## src/rtl/output_demuxer_pkg.sv

```systemverilog
// Shared receive-side constants: channel tags, FSM state encoding and default sizing.
// The transmitter muxer uses the same channel tag constants.
package rx_pkg;

  localparam logic [3:0] CH_IDLE  = 4'h0;
  localparam logic [3:0] CH_FIRST = 4'h1;

  localparam int DEF_WIDTH   = 8;
  localparam int DEF_NUM_CH  = 3;
  localparam int DEF_TIMEOUT = 255;

  // State value k means k channels of the current frame are staged; channel k+1 is expected next.
  localparam logic [3:0] ST_WAIT1 = 4'd0;
  localparam logic [3:0] ST_GOT1  = 4'd1;
  localparam logic [3:0] ST_GOT2  = 4'd2;

  typedef enum logic [3:0] {
    WAIT1 = ST_WAIT1,
    GOT1  = ST_GOT1,
    GOT2  = ST_GOT2
  } rx_state_e;

endpackage

```

## src/rtl/output_demuxer_if.sv

```systemverilog
// Bus between the line deserializer (master) and the output demuxer (slave).
// Handshake: a byte transfers on any rising edge where in_valid=1; there is no backpressure,
// and the three output flags are single-cycle pulses aligned with the output_data update.
interface output_demuxer_if #(
  parameter int WIDTH  = 8,
  parameter int NUM_CH = 3
);

  logic                    in_valid;
  logic [3:0]              channel;
  logic [WIDTH-1:0]        input_data;
  logic [NUM_CH*WIDTH-1:0] output_data;
  logic                    output_valid;
  logic                    seq_error;
  logic                    timeout;

  modport master (
    output in_valid, channel, input_data,
    input  output_data, output_valid, seq_error, timeout
  );

  modport slave (
    input  in_valid, channel, input_data,
    output output_data, output_valid, seq_error, timeout
  );

endinterface

```

## src/rtl/output_demuxer_frame_timer.sv

```systemverilog
// Inactivity counter for a partially received frame; expired is high while the count sits at TIMEOUT.
module frame_timer #(
  parameter int TIMEOUT = 255
) (
  input  logic clk,
  input  logic arst,
  input  logic clear,
  input  logic run,
  output logic expired
);

  localparam int CW = $clog2(TIMEOUT + 1);

  logic [CW-1:0] count_q, count_d;

  assign expired = run && (count_q == CW'(TIMEOUT));

  always_comb begin
    count_d = count_q;
    if (clear) begin
      count_d = '0;
    end else if (run && !expired) begin
      count_d = count_q + CW'(1);
    end
  end

  always_ff @(posedge clk or negedge arst) begin
    if (!arst) begin
      count_q <= '0;
    end else begin
      count_q <= count_d;
    end
  end

endmodule

```

## src/rtl/output_demuxer.sv

```systemverilog
// Reassembles channel-tagged bytes into NUM_CH*WIDTH-bit words; publishes only complete,
// in-order frames and pulses seq_error / timeout when a partial frame is dropped.
module output_demuxer
  import rx_pkg::*;
#(
  parameter int WIDTH   = DEF_WIDTH,
  parameter int NUM_CH  = DEF_NUM_CH,
  parameter int TIMEOUT = DEF_TIMEOUT
) (
  input  logic                   clk,
  input  logic                   arst,
  output_demuxer_if.slave        bus,
  output rx_state_e              dbg_state_o
);

  rx_state_e               state_q, state_d;
  logic [NUM_CH*WIDTH-1:0] stage_q, stage_d;
  logic [NUM_CH*WIDTH-1:0] out_q, out_d;
  logic                    valid_q, valid_d;
  logic                    seq_err_q, seq_err_d;
  logic                    timeout_q, timeout_d;
  logic                    accept;
  logic                    expired;
  logic                    exp_is_last;
  logic [3:0]              exp_ch;

  assign accept      = bus.in_valid && (bus.channel != CH_IDLE) && (bus.channel <= 4'(NUM_CH));
  assign exp_ch      = 4'(state_q) + 4'd1;
  assign exp_is_last = (exp_ch == 4'(NUM_CH));

  frame_timer #(.TIMEOUT(TIMEOUT)) u_timer (
    .clk     (clk),
    .arst    (arst),
    .clear   (accept || expired),
    .run     (state_q != WAIT1),
    .expired (expired)
  );

  always_comb begin
    state_d   = state_q;
    stage_d   = stage_q;
    out_d     = out_q;
    valid_d   = 1'b0;
    seq_err_d = 1'b0;
    timeout_d = 1'b0;
    if (accept) begin
      if (bus.channel == exp_ch) begin
        stage_d[int'(state_q)*WIDTH +: WIDTH] = bus.input_data;
        if (exp_is_last) begin
          out_d   = stage_d;
          valid_d = 1'b1;
          state_d = WAIT1;
        end else begin
          state_d = rx_state_e'(exp_ch);
        end
      end else if (state_q != WAIT1) begin
        // A stray channel 1 is taken as the start of a fresh frame rather than discarded.
        seq_err_d = 1'b1;
        if (bus.channel == CH_FIRST) begin
          stage_d[WIDTH-1:0] = bus.input_data;
          state_d            = GOT1;
        end else begin
          state_d = WAIT1;
        end
      end
    end else if (expired) begin
      timeout_d = 1'b1;
      state_d   = WAIT1;
    end
  end

  always_ff @(posedge clk or negedge arst) begin
    if (!arst) begin
      state_q   <= WAIT1;
      stage_q   <= '0;
      out_q     <= '0;
      valid_q   <= 1'b0;
      seq_err_q <= 1'b0;
      timeout_q <= 1'b0;
    end else begin
      state_q   <= state_d;
      stage_q   <= stage_d;
      out_q     <= out_d;
      valid_q   <= valid_d;
      seq_err_q <= seq_err_d;
      timeout_q <= timeout_d;
    end
  end

  assign bus.output_data  = out_q;
  assign bus.output_valid = valid_q;
  assign bus.seq_error    = seq_err_q;
  assign bus.timeout      = timeout_q;
  assign dbg_state_o      = state_q;

endmodule
```

## src/flat_wrapper.sv

```systemverilog
// flat-port wrapper written by rule: the top's interface ports become plain ports
module output_demuxer_flat import rx_pkg::*;
#(
  parameter int WIDTH   = DEF_WIDTH,
  parameter int NUM_CH  = DEF_NUM_CH,
  parameter int TIMEOUT = DEF_TIMEOUT
)
  (clk, arst, dbg_state_o, bus_in_valid, bus_channel, bus_input_data, bus_output_data, bus_output_valid, bus_seq_error, bus_timeout);
  output_demuxer_if #(.WIDTH(WIDTH), .NUM_CH(NUM_CH)) bus_i ();
  input  logic clk;
  input  logic arst;
  output rx_state_e dbg_state_o;
  input wire logic [$bits(bus_i.in_valid)-1:0] bus_in_valid;
  input wire logic [$bits(bus_i.channel)-1:0] bus_channel;
  input wire logic [$bits(bus_i.input_data)-1:0] bus_input_data;
  output wire logic [$bits(bus_i.output_data)-1:0] bus_output_data;
  output wire logic [$bits(bus_i.output_valid)-1:0] bus_output_valid;
  output wire logic [$bits(bus_i.seq_error)-1:0] bus_seq_error;
  output wire logic [$bits(bus_i.timeout)-1:0] bus_timeout;
  assign bus_i.in_valid = bus_in_valid;
  assign bus_i.channel = bus_channel;
  assign bus_i.input_data = bus_input_data;
  assign bus_output_data = bus_i.output_data;
  assign bus_output_valid = bus_i.output_valid;
  assign bus_seq_error = bus_i.seq_error;
  assign bus_timeout = bus_i.timeout;
  output_demuxer #(.WIDTH(WIDTH), .NUM_CH(NUM_CH), .TIMEOUT(TIMEOUT)) u_core (.clk(clk), .arst(arst), .bus(bus_i), .dbg_state_o(dbg_state_o));
endmodule
```

## config.mk

```make
export PLATFORM = sky130hd
export DESIGN_NAME = output_demuxer_flat
export DESIGN_NICKNAME = d
export VERILOG_FILES = /design/src/rtl/output_demuxer_pkg.sv /design/src/rtl/output_demuxer_if.sv /design/src/rtl/output_demuxer_frame_timer.sv /design/src/rtl/output_demuxer.sv /design/src/flat_wrapper.sv
export SDC_FILE = /design/constraint.sdc
export NUM_CORES = 1
export LEC_CHECK = 0
export ABC_AREA = 1
export CORE_MARGIN = 1
export CORE_UTILIZATION = 50
export CTS_CLUSTER_DIAMETER = 30
export DETAILED_ROUTE_END_ITERATION = 6
export PLACE_DENSITY_LB_ADDON = 0.08
export SLEW_MARGIN = 0
export SYNTH_ARGS = -nofsm -noshare
export SYNTH_HDL_FRONTEND = slang
export SYNTH_SLANG_ARGS = --single-unit
```

## constraint.sdc

```tcl
create_clock -name clk -period 4.1 [get_ports clk]
set_input_delay 0.41 -clock clk [delete_from_list [all_inputs] [get_ports clk]]
set_output_delay 0.41 -clock clk [all_outputs]
set_load 0.01 [all_outputs]
```

# ---- Word level (Yosys, flattened, before mapping)
# Cells that the tools add are included.
dict set report classes {
  add_sub_neg 3
  n_reduce_logical 16
  n_eq_ne 5
  shifts 2
  order_cmp 1
  mux 20
}
# cell n
set ops {}
lappend ops {{$mux W8} 5}
lappend ops {{$neg A7 Y33} 1}
lappend ops {{$shift A8 B33 Y24 const A} 1}
lappend ops {{$shiftx A8 B33 Y24} 1}
lappend ops {{$bwmux W24} 1}
lappend ops {{$mux W4} 5}
lappend ops {{$mux W1} 9}
lappend ops {{$add A8 B1 Y8 const B} 1}
lappend ops {{$eq A8 B8 Y1 const B} 1}
lappend ops {{$reduce_bool A2 Y1} 4}
lappend ops {{$reduce_bool A4 Y1} 2}
lappend ops {{$reduce_and A3 Y1} 2}
lappend ops {{$add A4 B1 Y4 const B} 1}
lappend ops {{$eq A4 B1 Y1 const B} 1}
lappend ops {{$eq A4 B2 Y1 const B} 1}
lappend ops {{$eq A4 B4 Y1} 1}
lappend ops {{$le A4 B2 Y1 const B} 1}
lappend ops {{$logic_and A1 B1 Y1} 4}
lappend ops {{$reduce_and A2 Y1} 2}
lappend ops {{$ne A3 B3 Y1 const B} 1}
lappend ops {{$logic_not A1 Y1} 1}
lappend ops {{$logic_or A1 B1 Y1} 1}
dict set report totals {
  inputBits 15
  output_inout_bits 31
  word_cells 55
  register_bits 63
}

# ---- Depth between registers and ports, before layout
dict set report depth {
  depth_word 6
  depth_mapped 15
  depth_no_buf 13
}

# ---- Modules after synthesis
# From an unflattened synthesis, not the netlist that was laid out.
dict set report hier_totals {
  hier_cells 467
  area_unflattened_um2 3482.1
}
# module cells_per_inst seq_area_each_um2 area_per_inst_um2 n_inst
set by_module_without_submodules {}
lappend by_module_without_submodules {output_demuxer 397 1376.3 2966.6 1}
lappend by_module_without_submodules {frame_timer 70 200.2 515.5 1}

# ---- Worst setup path before layout
# Ideal clock, no wire load.
dict set report synth_timing {
  kind {reg2reg}
  from {reg u_core.state_q[2], in the netlist u_core.dbg_state_o[2]}
  to {reg u_core.stage_q[0]}
  path_stages_with_launch 14
  path_slack_ps 1947
  t_required_ps 3984
  t_arrival_ps 2037
  path_buffers 2
  cell_sequence {dfrtp_1 -> buf_6 -> nor2_1 -> nand2_1 -> ha_1 -> buf_2 -> nor2_1 -> nand2_1 -> nor2_2 -> nand3_2 -> nand2_1 -> nand3_1 -> nand2_1 -> nand2_1}
}
dict set report synth_via {
  elab_chain_len 4
}
# item line_no
set synth_rtl {}
lappend synth_rtl {{start: declaration} output_demuxer.sv:16} ;# rx_state_e state_q, state_d;
lappend synth_rtl {{start signal: assignment} output_demuxer.sv:81} ;# state_q <= state_d;
lappend synth_rtl {{$neg A7 Y33 / $add A4 B1 Y4 (equally long branches)} {output_demuxer.sv:48, output_demuxer.sv:28}}
lappend synth_rtl {{$shiftx A8 B33 Y24 (tied with other cells)} output_demuxer.sv:48} ;# stage_d[int'(state_q)*WIDTH +: WIDTH] = bus.input_data;
lappend synth_rtl {{$bwmux W24 / $reduce_bool A2 Y1 (equally long branches)} --}
lappend synth_rtl {{$mux W8 / $reduce_and A3 Y1 (equally long branches)} --}
lappend synth_rtl {{end signal: assignment} output_demuxer.sv:82} ;# stage_q <= stage_d;
lappend synth_rtl {{end: declaration} output_demuxer.sv:17} ;# logic [NUM_CH*WIDTH-1:0] stage_q, stage_d;
# Several ways; a longest one is shown, not always the timed one.
# A chain may end at the register's enable or synchronous reset.

# ---- Worst setup path in the final report
dict set report layout_timing {
  from {reg u_core.state_q[0], in the netlist u_core.dbg_state_o[0]}
  to {reg u_core.out_q[16], in the netlist u_core.bus.output_data[16]}
}
dict set report layout_via {
  elab_chain_len 3
}
# item line_no
set layout_rtl {}
lappend layout_rtl {{$neg A7 Y33 / $add A4 B1 Y4 (equally long branches)} {output_demuxer.sv:48, output_demuxer.sv:28}}
lappend layout_rtl {{$shiftx A8 B33 Y24 (tied with other cells)} output_demuxer.sv:48}
lappend layout_rtl {{$bwmux W24 / $reduce_and A3 Y1 (equally long branches)} --}
lappend layout_rtl {{end signal: assignment} output_demuxer.sv:83} ;# out_q <= out_d;
lappend layout_rtl {{end: declaration} output_demuxer.sv:18} ;# logic [NUM_CH*WIDTH-1:0] out_q, out_d;
# Several ways; a longest one is shown, not always the timed one.

==> flow_metrics.tcl <==
set metrics [dict create \
    seqPwrFrac_pct 39.7 \
    worstPathMaxFanout 30 \
    status "finished clean" \
    synth_commonest_cells "nand2_1, dfrtp_1, nand3_1" \
    power_density_mw_per_mm2 463 \
    die-area_sq_mm 0.00689 \
    grt_max_degree 43 \
    diodes 0 \
    via_count 2945 \
    clk_pin_slew_ns 0.06 \
    netSwitchingPower_w 0.000629 \
    rsz0062_at_grt "no" \
    core_area_sq_mm 0.00635 \
    max_cap_violations 0 \
    worst_slack_ns 1.17 \
    cpPeakStageDelay_ns 0.61 \
    finClkSkew_ns 0.00591 \
    drtIter0Drc 147 \
    synth_most_common_cell "nand2_1" \
    slowest_stage "dfrtp_1" \
    die_y_microns 83.0 \
    hpwlAfterDp_microns 5350 \
    area_delta_synth_final_pct 20.0 \
    hold_viol 0 \
    portBuffers 45 \
    min_period_ns 2.93 \
    rr_startpoint "u_core.dbg_state_o[0]" \
    tns_ns 0 \
    cpMostUsedCell "nand2_1" \
    layout.nets 503 \
    rows 29 \
    fin_util_pct 62.0 \
    critical_path.startpoint "u_core.dbg_state_o[0]" \
    routed_via_density 5.22 \
    pre_cts_slack_ns 1.21 \
    cp_num_buf_inv 5 \
    setup_violations 0 \
    min_path_type "input port to asynchronous set/reset pin" \
    crit_chain "inv_4 -> ha_1 -> inv_1 -> nand2_1 -> nand2_1 -> nor2_2 -> nand3_2 -> inv_2 -> nand3_4 -> nor2_4 -> buf_4 -> inv_2 -> nand2_1 -> nand2_1" \
    yosysSeqAreaShare_pct 48.0 \
    synth_top_area_share_pct 48.0 \
    p_total_w 0.00182 \
    clockBufferDepth 2 \
    ir_drop_mv 0.319 \
    synth-seq-cells 63 \
    overflow 0 \
    wl_per_cell_microns 13.5 \
    cts.hold.buffers_added 0 \
    yosys.cell_types.count 26 \
    drv_slew 0 \
    p_leak_nw 2.05 \
    gp_congestion 0.806 \
    cp_top_family "simple AND/OR/NAND/NOR gates" \
    tightestPinTransition_ns 0.936 \
    wl_microns 7610 \
    tritoncts "yes" \
    power.internal_w 0.00120 \
    max_freq_mhz 342 \
    fin_cells 564 \
    sw_frac_of_total_pct 34.5 \
    synth_edf_count 0 \
    track_usage_pct 24.0 \
    dp.cells 549 \
    critical_path_required_ns 4.33 \
    cts.sinks 63 \
    layout-drive-gt1-share_pct 6.37 \
    io_pins 46 \
    syn_area_sq_mm 0.00328 \
    dominantRegCellSynth "dfrtp_1" \
    ant_nets 0 \
    cp-end-kind "flop" \
    synth_cells 439 \
    arrival_ns 3.15 \
    syn-num-nets 459 \
    synth_area_leaders "dfrtp_1, nand2_1, nand3_1, o21ai_0, nor2_1" \
    worstSetupPathType "flop to flop" \
    grt_antenna_before_repair 0 \
    max-slew-margin-rel_pct 37.6 \
    grt_pass1_vias 2847 \
    avgSynthCellArea_sq_um 7.48 \
    grt_pass1_wl_microns 13200 \
    cts_max_level 3 \
    die_w_microns 83.0 \
    drc 0 \
    fin_crit_sh_pct 71.4 \
    yosysTopAreaCell "dfrtp_1" \
    synthArstFlopShare_pct 100 \
    critPathLaunchType "flop" \
    insertion_delay_ns 0.33 \
    cts-root-buf "clkbuf_8" \
    drtPass1Iterations 4 \
    start_util_pct 51.7 \
    synth_warnings 0 \
    cts-buffers-inserted 9 \
    post_cts_buffers 0 \
    clkPwrFrac_pct 32.0 \
    pwr-share-comb_pct 28.2 \
    cts_resized 0 \
]
-- state kept, by name, summed over array words and instances, names as in the netlist --
register and flops:
u_core.u_timer.count_q 8, u_core.bus.output_valid 1, u_core.dbg_state_o 4, u_core.bus.output_data 24, u_core.stage_q 24, u_core.bus.seq_error 1
u_core.bus.timeout 1
-- layout make-up --
type	instances	area, sq um
fill	578	2410
timing repair buffer	47	460
clock inverter	3	67.6
tap	77	96.3
inverter	28	108
multi-input combinational	334	1490
clock buffer	12	145
sequential	63	1580
-- kinds of logic after synthesis --
| logic type | synth area share, % |
|---|---|
| AND/OR/NAND/NOR | 37.7 |
| flip-flops | 48.0 |
| buffers and inverters | 6.71 |
| AO/OA/AOI/OAI | 5.07 |
| adder cells (fa/ha/maj) | 1.91 |
| XOR/XNOR | 0.534 |
-- layer usage --
| layer | up-vias | wire, microns | GRT usage, % |
|---|---|---|---|
| met1 | 1372 | 3590 | 32.2 |
| li1 | 1472 | - | - |
| met2 | 86 | 3490 | 37.4 |
| met5 | - | 0 | 0 |
| met4 | 0 | 135 | 7.68 |
| met3 | 15 | 395 | 7.16 |
-- placed cells by master (no fill, tap or decap), drive strengths merged --
| cell type | n |
|---|---|
| nand2 | 219 |
| dfrtp | 63 |
| clkdlybuf4s50 | 44 |
| nand3 | 32 |
| nor2 | 27 |
| inv | 26 |
| o21ai | 20 |
| nand4 | 13 |
| clkbuf | 12 |
| a21oi | 11 |
| ha | 5 |
| nor3 | 4 |
| buf | 3 |
| clkinv | 2 |
| bufinv | 2 |
| xor2 | 1 |
| xnor2 | 1 |
| a211oi | 1 |
| clkinvlp | 1 |
-- worst register-to-register path, stage by stage (launching register included) --
cell	delay, ns
dfrtp_1	0.61
inv_4	0.08
ha_1	0.36
inv_1	0.09
nand2_1	0.08
nand2_1	0.07
nor2_2	0.10
nand3_2	0.12
inv_2	0.10
nand3_4	0.30
nor2_4	0.17
buf_4	0.30
inv_2	0.26
nand2_1	0.14
nand2_1	0.05
-- power groups by stage --
stage                     registers [W]  clock network [W]  logic, W
after floorplan                0.000716                  0  0.000395
after global placement         0.000732                  0  0.000501
after detailed placement       0.000734                  0  0.000509
after CTS                      0.000723           0.000594  0.000514
after global routing           0.000731           0.000628  0.000587
final                          0.000725           0.000584  0.000515
-- per-stage QoR --
stage	hold WS, ns	area, sq um
6_report	0.221	3940
2_1_floorplan	0.114	3280
4_1_cts	0.244	3940
3_5_place_dp	0.460	3730
3_3_place_gp	0.458	3730
5_1_grt	0.280	3940
-- path summary, 6_finish.rpt --
path	endpoint	slack, ns	depth (start not counted)
min in group clk	u_core.bus.output_data[4]	0.47	2
hold reg to reg	u_core.bus.output_data[4]	0.47	2
max in group asynchronous	u_core.stage_q[17]	3.05	2
setup / recovery	u_core.bus.output_data[16]	1.17	14
setup reg to reg	u_core.bus.output_data[16]	1.17	14
hold / removal	u_core.u_timer.count_q[4]	0.22	1
(Power assumes the default switching activity.)
